**src/rtl/bram_axis_reader_pkg.sv**
```systemverilog
// Shared types and sizing helpers for the BRAM-to-AXI-Stream reader.
package bram_axis_pkg;

  typedef enum logic [1:0] {
    IDLE   = 2'd0,
    FETCH  = 2'd1,
    WAIT   = 2'd2,
    STREAM = 2'd3
  } state_t;

  function automatic int beats(input int bram_width, input int data_width);
    return bram_width / data_width;
  endfunction

  function automatic int beat_idx_width(input int n_beats);
    return (n_beats > 1) ? $clog2(n_beats) : 1;
  endfunction

  localparam int BEAT_IDX_W = beat_idx_width(beats(1152, 32));

endpackage

```
**src/rtl/bram_axis_reader_word_serializer.sv**
```systemverilog
// Holds one wide BRAM word and hands it out one DATA_WIDTH lane at a time, lane 0 first.
module word_serializer
  import bram_axis_pkg::*;
#(
  parameter int DATA_WIDTH = 32,
  parameter int BRAM_WIDTH = 1152,
  parameter int IDX_W      = beat_idx_width(beats(BRAM_WIDTH, DATA_WIDTH))
) (
  input  logic                  clk,
  input  logic                  rst,
  input  logic                  load,
  input  logic [BRAM_WIDTH-1:0] load_word,
  input  logic                  advance,
  output logic [DATA_WIDTH-1:0] lane,
  output logic [IDX_W-1:0]      index,
  output logic                  last
);

  localparam int BEATS = beats(BRAM_WIDTH, DATA_WIDTH);
  localparam logic [IDX_W-1:0] LAST_IDX = IDX_W'(BEATS - 1);

  logic [BRAM_WIDTH-1:0] shift_r;
  logic [IDX_W-1:0]      idx_r;

  // Word shift register and lane index; a load takes priority over an advance.
  always_ff @(posedge clk) begin
    if (rst) begin
      shift_r <= {BRAM_WIDTH{1'b0}};
      idx_r   <= {IDX_W{1'b0}};
    end else if (load) begin
      shift_r <= load_word;
      idx_r   <= {IDX_W{1'b0}};
    end else if (advance && (idx_r != LAST_IDX)) begin
      shift_r <= shift_r >> DATA_WIDTH;
      idx_r   <= idx_r + IDX_W'(1);
    end else begin
      shift_r <= shift_r;
      idx_r   <= idx_r;
    end
  end

  assign lane  = shift_r[DATA_WIDTH-1:0];
  assign index = idx_r;
  assign last  = (idx_r == LAST_IDX);

endmodule

```
**src/rtl/bram_axis_reader.sv**
```systemverilog
// Reads BRAM words start..bound (inclusive) and streams them as AXIS beats.
// Optional zero-bubble word prefetch: BRAM_AXIS_READER_PREFETCH_EN.
module bram_axis_reader
  import bram_axis_pkg::*;
#(
  parameter int DATA_WIDTH = 32,
  parameter int BRAM_WIDTH = 1152,
  parameter int ADDR_WIDTH = 12
) (
  input  logic                    m00_axis_aclk,
  input  logic                    m00_axis_areset,
  input  logic                    start,
  input  logic [ADDR_WIDTH-1:0]   bram_start_addr,
  input  logic [ADDR_WIDTH-1:0]   bram_bound_addr,
  output logic                    busy,
  output logic                    done,
  output logic                    BRAM_CLK,
  output logic                    BRAM_EN,
  output logic                    BRAM_WEN,
  output logic [ADDR_WIDTH-1:0]   BRAM_ADDR,
  input  logic [BRAM_WIDTH-1:0]   BRAM_OUT,
  output logic                    m00_axis_tvalid,
  output logic [DATA_WIDTH-1:0]   m00_axis_tdata,
  output logic [DATA_WIDTH/8-1:0] m00_axis_tstrb,
  output logic                    m00_axis_tlast,
  input  logic                    m00_axis_tready
);

  localparam int BEATS = beats(BRAM_WIDTH, DATA_WIDTH);
  localparam int IDX_W = beat_idx_width(BEATS);
  localparam logic [IDX_W-1:0] LAST_IDX = IDX_W'(BEATS - 1);

  state_t                  state_r, state_n;
  logic [ADDR_WIDTH-1:0]   cur_addr_r, cur_addr_n;
  logic [ADDR_WIDTH-1:0]   bound_r, bound_n;
  logic [ADDR_WIDTH-1:0]   bram_addr_r, bram_addr_n;
  logic                    bram_en_r, bram_en_n;
  logic                    busy_r, busy_n;
  logic                    done_r, done_n;
  logic                    tvalid_r;
  logic                    arrive_r;
  logic                    load_s;
  logic [BRAM_WIDTH-1:0]   load_word_s;
  logic                    handshake_s;
  logic                    last_lane_s;
  logic [DATA_WIDTH-1:0]   lane_s;
  logic [IDX_W-1:0]        index_s;

`ifdef BRAM_AXIS_READER_PREFETCH_EN
  logic [BRAM_WIDTH-1:0]   hold_r;
  logic                    hold_valid_r;
  logic [ADDR_WIDTH-1:0]   fetch_addr_r, fetch_addr_n;
  logic                    hold_load_s;
  logic                    hold_clr_s;
  logic                    issue_s;

  // A prefetch read goes out only when the holding register is empty and nothing is in flight.
  assign issue_s = ((state_r == WAIT) || (state_r == STREAM)) && (fetch_addr_r != bound_r) &&
                   !hold_valid_r && !bram_en_r && !arrive_r;
`endif

  assign handshake_s = tvalid_r & m00_axis_tready;

  word_serializer #(
    .DATA_WIDTH (DATA_WIDTH),
    .BRAM_WIDTH (BRAM_WIDTH),
    .IDX_W      (IDX_W)
  ) u_ser (
    .clk       (m00_axis_aclk),
    .rst       (m00_axis_areset),
    .load      (load_s),
    .load_word (load_word_s),
    .advance   (handshake_s),
    .lane      (lane_s),
    .index     (index_s),
    .last      (last_lane_s)
  );

  // Next-state, address and serializer-load decisions.
  always_comb begin
    state_n     = state_r;
    cur_addr_n  = cur_addr_r;
    bound_n     = bound_r;
    busy_n      = busy_r;
    done_n      = 1'b0;
    bram_en_n   = 1'b0;
    bram_addr_n = bram_addr_r;
    load_s      = 1'b0;
    load_word_s = BRAM_OUT;
`ifdef BRAM_AXIS_READER_PREFETCH_EN
    fetch_addr_n = fetch_addr_r;
    hold_clr_s   = 1'b0;
    hold_load_s  = (state_r == STREAM) && arrive_r;
`endif
    case (state_r)
      IDLE: begin
        if (start) begin
          if (bram_bound_addr < bram_start_addr) begin
            done_n = 1'b1;
          end else begin
            state_n     = FETCH;
            cur_addr_n  = bram_start_addr;
            bound_n     = bram_bound_addr;
            busy_n      = 1'b1;
            bram_en_n   = 1'b1;
            bram_addr_n = bram_start_addr;
`ifdef BRAM_AXIS_READER_PREFETCH_EN
            fetch_addr_n = bram_start_addr;
`endif
          end
        end else begin
          state_n = IDLE;
        end
      end
      FETCH: state_n = WAIT;
      WAIT: begin
        if (arrive_r) begin
          load_s  = 1'b1;
          state_n = STREAM;
        end else begin
          state_n = WAIT;
        end
      end
      STREAM: begin
        if (handshake_s && last_lane_s) begin
          if (cur_addr_r == bound_r) begin
            state_n = IDLE;
            busy_n  = 1'b0;
            done_n  = 1'b1;
          end else begin
            cur_addr_n = cur_addr_r + ADDR_WIDTH'(1);
`ifdef BRAM_AXIS_READER_PREFETCH_EN
            if (hold_valid_r) begin
              load_s      = 1'b1;
              load_word_s = hold_r;
              hold_clr_s  = 1'b1;
            end else if (arrive_r) begin
              // Word lands exactly at the switch: bypass the holding register.
              load_s      = 1'b1;
              hold_load_s = 1'b0;
            end else begin
              state_n = WAIT;
            end
`else
            state_n     = FETCH;
            bram_en_n   = 1'b1;
            bram_addr_n = cur_addr_r + ADDR_WIDTH'(1);
`endif
          end
        end else begin
          state_n = STREAM;
        end
      end
      default: state_n = IDLE;
    endcase
`ifdef BRAM_AXIS_READER_PREFETCH_EN
    bram_en_n    = bram_en_n | issue_s;
    bram_addr_n  = issue_s ? (fetch_addr_r + ADDR_WIDTH'(1)) : bram_addr_n;
    fetch_addr_n = issue_s ? (fetch_addr_r + ADDR_WIDTH'(1)) : fetch_addr_n;
`endif
  end

  // Control, address and output registers.
  always_ff @(posedge m00_axis_aclk) begin
    if (m00_axis_areset) begin
      state_r     <= IDLE;
      cur_addr_r  <= {ADDR_WIDTH{1'b0}};
      bound_r     <= {ADDR_WIDTH{1'b0}};
      bram_addr_r <= {ADDR_WIDTH{1'b0}};
      bram_en_r   <= 1'b0;
      busy_r      <= 1'b0;
      done_r      <= 1'b0;
      tvalid_r    <= 1'b0;
      arrive_r    <= 1'b0;
    end else begin
      state_r     <= state_n;
      cur_addr_r  <= cur_addr_n;
      bound_r     <= bound_n;
      bram_addr_r <= bram_addr_n;
      bram_en_r   <= bram_en_n;
      busy_r      <= busy_n;
      done_r      <= done_n;
      tvalid_r    <= (state_n == STREAM);
      arrive_r    <= bram_en_r;
    end
  end

`ifdef BRAM_AXIS_READER_PREFETCH_EN
  // Holding register for the prefetched next word.
  always_ff @(posedge m00_axis_aclk) begin
    if (m00_axis_areset) begin
      hold_r       <= {BRAM_WIDTH{1'b0}};
      hold_valid_r <= 1'b0;
      fetch_addr_r <= {ADDR_WIDTH{1'b0}};
    end else begin
      fetch_addr_r <= fetch_addr_n;
      if (hold_load_s) begin
        hold_r       <= BRAM_OUT;
        hold_valid_r <= 1'b1;
      end else if (hold_clr_s) begin
        hold_r       <= hold_r;
        hold_valid_r <= 1'b0;
      end else begin
        hold_r       <= hold_r;
        hold_valid_r <= hold_valid_r;
      end
    end
  end
`endif

  assign busy            = busy_r;
  assign done            = done_r;
  assign BRAM_CLK        = m00_axis_aclk;
  assign BRAM_EN         = bram_en_r;
  assign BRAM_WEN        = 1'b0;
  assign BRAM_ADDR       = bram_addr_r;
  assign m00_axis_tvalid = tvalid_r;
  assign m00_axis_tdata  = lane_s;
  assign m00_axis_tstrb  = {(DATA_WIDTH/8){1'b1}};
  assign m00_axis_tlast  = tvalid_r && (cur_addr_r == bound_r) && (index_s == LAST_IDX);

endmodule

```
**config.mk**
```make
export PLATFORM = sky130hd
export DESIGN_NAME = bram_axis_reader
export DESIGN_NICKNAME = d
export VERILOG_FILES = /design/src/rtl/bram_axis_reader_pkg.sv /design/src/rtl/bram_axis_reader_word_serializer.sv /design/src/rtl/bram_axis_reader.sv
export SDC_FILE = /design/constraint.sdc
export NUM_CORES = 2
export LEC_CHECK = 0
export ABC_AREA = 1
export CORE_AREA = 5 5 482 484
export DETAILED_ROUTE_END_ITERATION = 8
export DIE_AREA = 0 0 487 489
export GPL_ROUTABILITY_DRIVEN = 0
export PLACE_DENSITY = 0.48
export SYNTH_ARGS = -nofsm -noshare
export SYNTH_HDL_FRONTEND = slang
export SYNTH_SLANG_ARGS = --single-unit
```
**constraint.sdc**
```tcl
create_clock -name m00_axis_aclk -period 2.2 [get_ports m00_axis_aclk]
set_input_delay 0.33 -clock m00_axis_aclk [delete_from_list [all_inputs] [get_ports m00_axis_aclk]]
set_output_delay 0.33 -clock m00_axis_aclk [all_outputs]
set_load 0.005 [all_outputs]
```
==> metrics.txt <==
Synth Area in Simple Gates=roughly a fifth; # DRC=0; Setup WS post-layout=-87.95 ps; share of the synthesized area in the top cell type=approximately 44%; post-route ant nets=0; pwr dens=619.5 nW/µm²; cell row count=around 180; leading cell types in the layout, fill and taps excluded=nand2_1, clkdlybuf4s50_1, dfxtp_1; violated checks=setup timing; Avg WL per Cell=about 23 µm; share of cells above drive strength 1=~14%; DIE WIDTH=a little under 500 µm; clock tree from TritonCTS=yes; initial drt markers=about 3.9k; clk_skew=around 30 ps; 1st-pass router iterations=8; Setup-failing EPs final=1; height of the die=489 µm; Tot GR Track Use=20.57%; vias in the first global route=between 50k and 60k; crit start category=register; dominant synthesized flop cell=dfxtp_1; final wirelength=around 270 mm; Mapped Area=54030 µm²; Post-Synth XOR/XNOR Area=less than 1%; outcome=finished with violations; Skew-Pair Late Insertion Delay=~890 ps; Adder-Cell Fraction of Synth Area=less than 1%; Yosys warning count=0; HP Class=input pin to register; maximum vdd drop=between 0.0005 and 0.0006 V; Period Utilization, post-route=104.0%; required time of the critical path=~1900 ps; largest cells by area after synthesis=dfxtp_1, nand2_1, a311oi_2; Synth Area in Compound Gates=27.57%; Area Growth Syn to Fin=52.73%; Worst setup EP type=primary output; mux cell area share after synthesis=0%; fmax=approximately 0.44 GHz; Worst slew margin=between 20 and 25%; post-synth cell types=33; Max-cap violations=0; fin. max-slew vios=0; Post-synth EDFFs=0; Data arrival, critical path=between 1500 and 2000 ps; Final Hold Fails=0; Yosys reg bits=approximately 1.2k; largest family of logic cells by synthesized area=compound AO/OA/AOI/OAI gates; initial antenna violation count=96; syn_area_per_cell=7.989 µm²; commonest non-fill, non-tap cell in the layout=nand2_1; Lkg Pwr=roughly 26 nW; largest net degree at the start of global routing=128; Crit Path Class=register to primary output; Synth area leader=dfxtp_1; CP max FO=5; core region area=226800 µm²; Overall Power=roughly 50 mW; Post-DP HPWL=199.3 mm; total gr overflow=0; RSZ-0062 raised after global routing=true; Die ar.=approximately 240000 µm²; Initial Utilization=around a quarter; fillcell total=23.48k; CTS clk-pin slew, worst paths=~60 ps; Final #Nets=between 9k and 10k; Worst Tran Pin Value=between 1000 and 1500 ps; # port buffers=1229; first-pass GRT wire length=367.4 mm; fraction of registers with async set/reset=0%; register area share after synthesis=between 40% and 50%; min Tclk post-route=about 2300 ps; I/O Pins=~1.2k; vias per cell=4.793; via count=between 50k and 60k; pre-CTS WS=-270.6 ps; post-synthesis cell count=a little under 7k
==> layer usage <==
layer,global-route usage [%],vias up,routed length (µm)
li1,-,26690,-
met1,25.74,26340,113600
met2,35.34,1876,128900
met3,4.596,413,16920
met4,6.064,44,8122
met5,0,-,291
==> worst paths after layout <==
path | start | endpoint | slack (ps) | depth (start not counted)
worst max register to register | u_ser.index[1] | u_ser.shift_r[668] | 40 | 14
worst min-delay path | BRAM_OUT[186] | u_ser.shift_r[186] | 70 | 3
worst min register to register | BRAM_EN | arrive_r | 450 | 2
worst max-delay path | BRAM_ADDR[1] | m00_axis_tlast | -90 | 8
==> report_power, final <==
| group | internal (mW) | total [mW] | switching [mW] |
|---|---|---|---|
| registers | 21.6 | 21.7 | 0.0765 |
| logic | 2.82 | 4.54 | 1.72 |
| clock network | 14.4 | 24.9 | 10.4 |
==> registers in the layout (all words and copies together) (netlist names) <==
| register | flops |
|---|---|
| u_ser.shift_r | 1152 |
| BRAM_ADDR | 12 |
| bound_r | 12 |
| u_ser.index | 6 |
| state_r | 2 |
| BRAM_EN | 1 |
| arrive_r | 1 |
| busy | 1 |
| done | 1 |
| m00_axis_tvalid | 1 |
==> synth_stat cells, types with 2 or more instances <==
cell type     n
nand2_1    2393
dfxtp_1    1189
o21ai_0     635
a31oi_1     610
nor2_1      561
a311oi_2    502
clkbuf_1    428
buf_2       107
buf_4        77
buf_6        63
a21oi_1      54
inv_1        47
nand3_1      29
ha_1         17
a311oi_1      9
xnor2_1       8
inv_2         5
xor2_1        5
nand4_1       3
clkinv_1      2
conb_1        2
nand2_2       2
nand2_4       2
nor2_2        2
nor3_1        2
or2_2         2
==> critical path, cell delays in order, from the launching register on <==
cell	delay, ps
dfxtp_4	360
inv_1	70
nand2_1	50
nand2_1	70
nand2_2	60
nor2_2	120
nand3_2	100
nor2_1	90
buf_2	150
==> per-stage QoR <==
stage | cell area (µm²) | hold slack, ps | setup TNS (ps) | cells | util (%)
floorplan | 54040 | 410.8 | 0 | 6766 | -
global placement | 70720 | 449.3 | -7401 | 10660 | 31.18
detailed placement | 70720 | 451.8 | -7061 | 10660 | 31.18
CTS | 80810 | 0.06312 | -175.1 | 11430 | 35.62
global route | 82460 | 4.448 | -712.6 | 11530 | 36.35
finish | 82520 | 66.97 | -87.95 | 11550 | 36.38
==> cell families after synthesis <==
kind of cell               Yosys count
DFF                               1189
adders and majority gates           17
other                                2
xor gates and xnor gates            13
and+or+nand+nor                   2999
buffers and inverters              731
AOI/OAI and AO/OA                 1812
==> layout make-up <==
| type | count | area [µm²] | area share (%) |
|---|---|---|---|
| clock buffers | 221 | 4370 | 5.296 |
| diodes | 52 | 130.1 | 0.1577 |
| well taps | 3009 | 3765 | 4.562 |
| multi-input cells | 4848 | 26800 | 32.48 |
| inverters | 54 | 225.2 | 0.2729 |
| repair buffers | 2136 | 22840 | 27.67 |
| flip-flops and latches | 1189 | 23850 | 28.90 |
| clock inverters | 43 | 540.5 | 0.6550 |
==> timing repair <==
action / in CTS / in global routing
pin swaps: 6 / 7
gates resized for setup: 69 / 140
cloned: 1 / 38
hold buffers: 503 / 0
setup endpoints to repair: 43 / 780
hold endpoints to repair: 514 / 0
buffers inserted: 7 / 29
No activity file was read; power rests on OpenSTA's default activity.
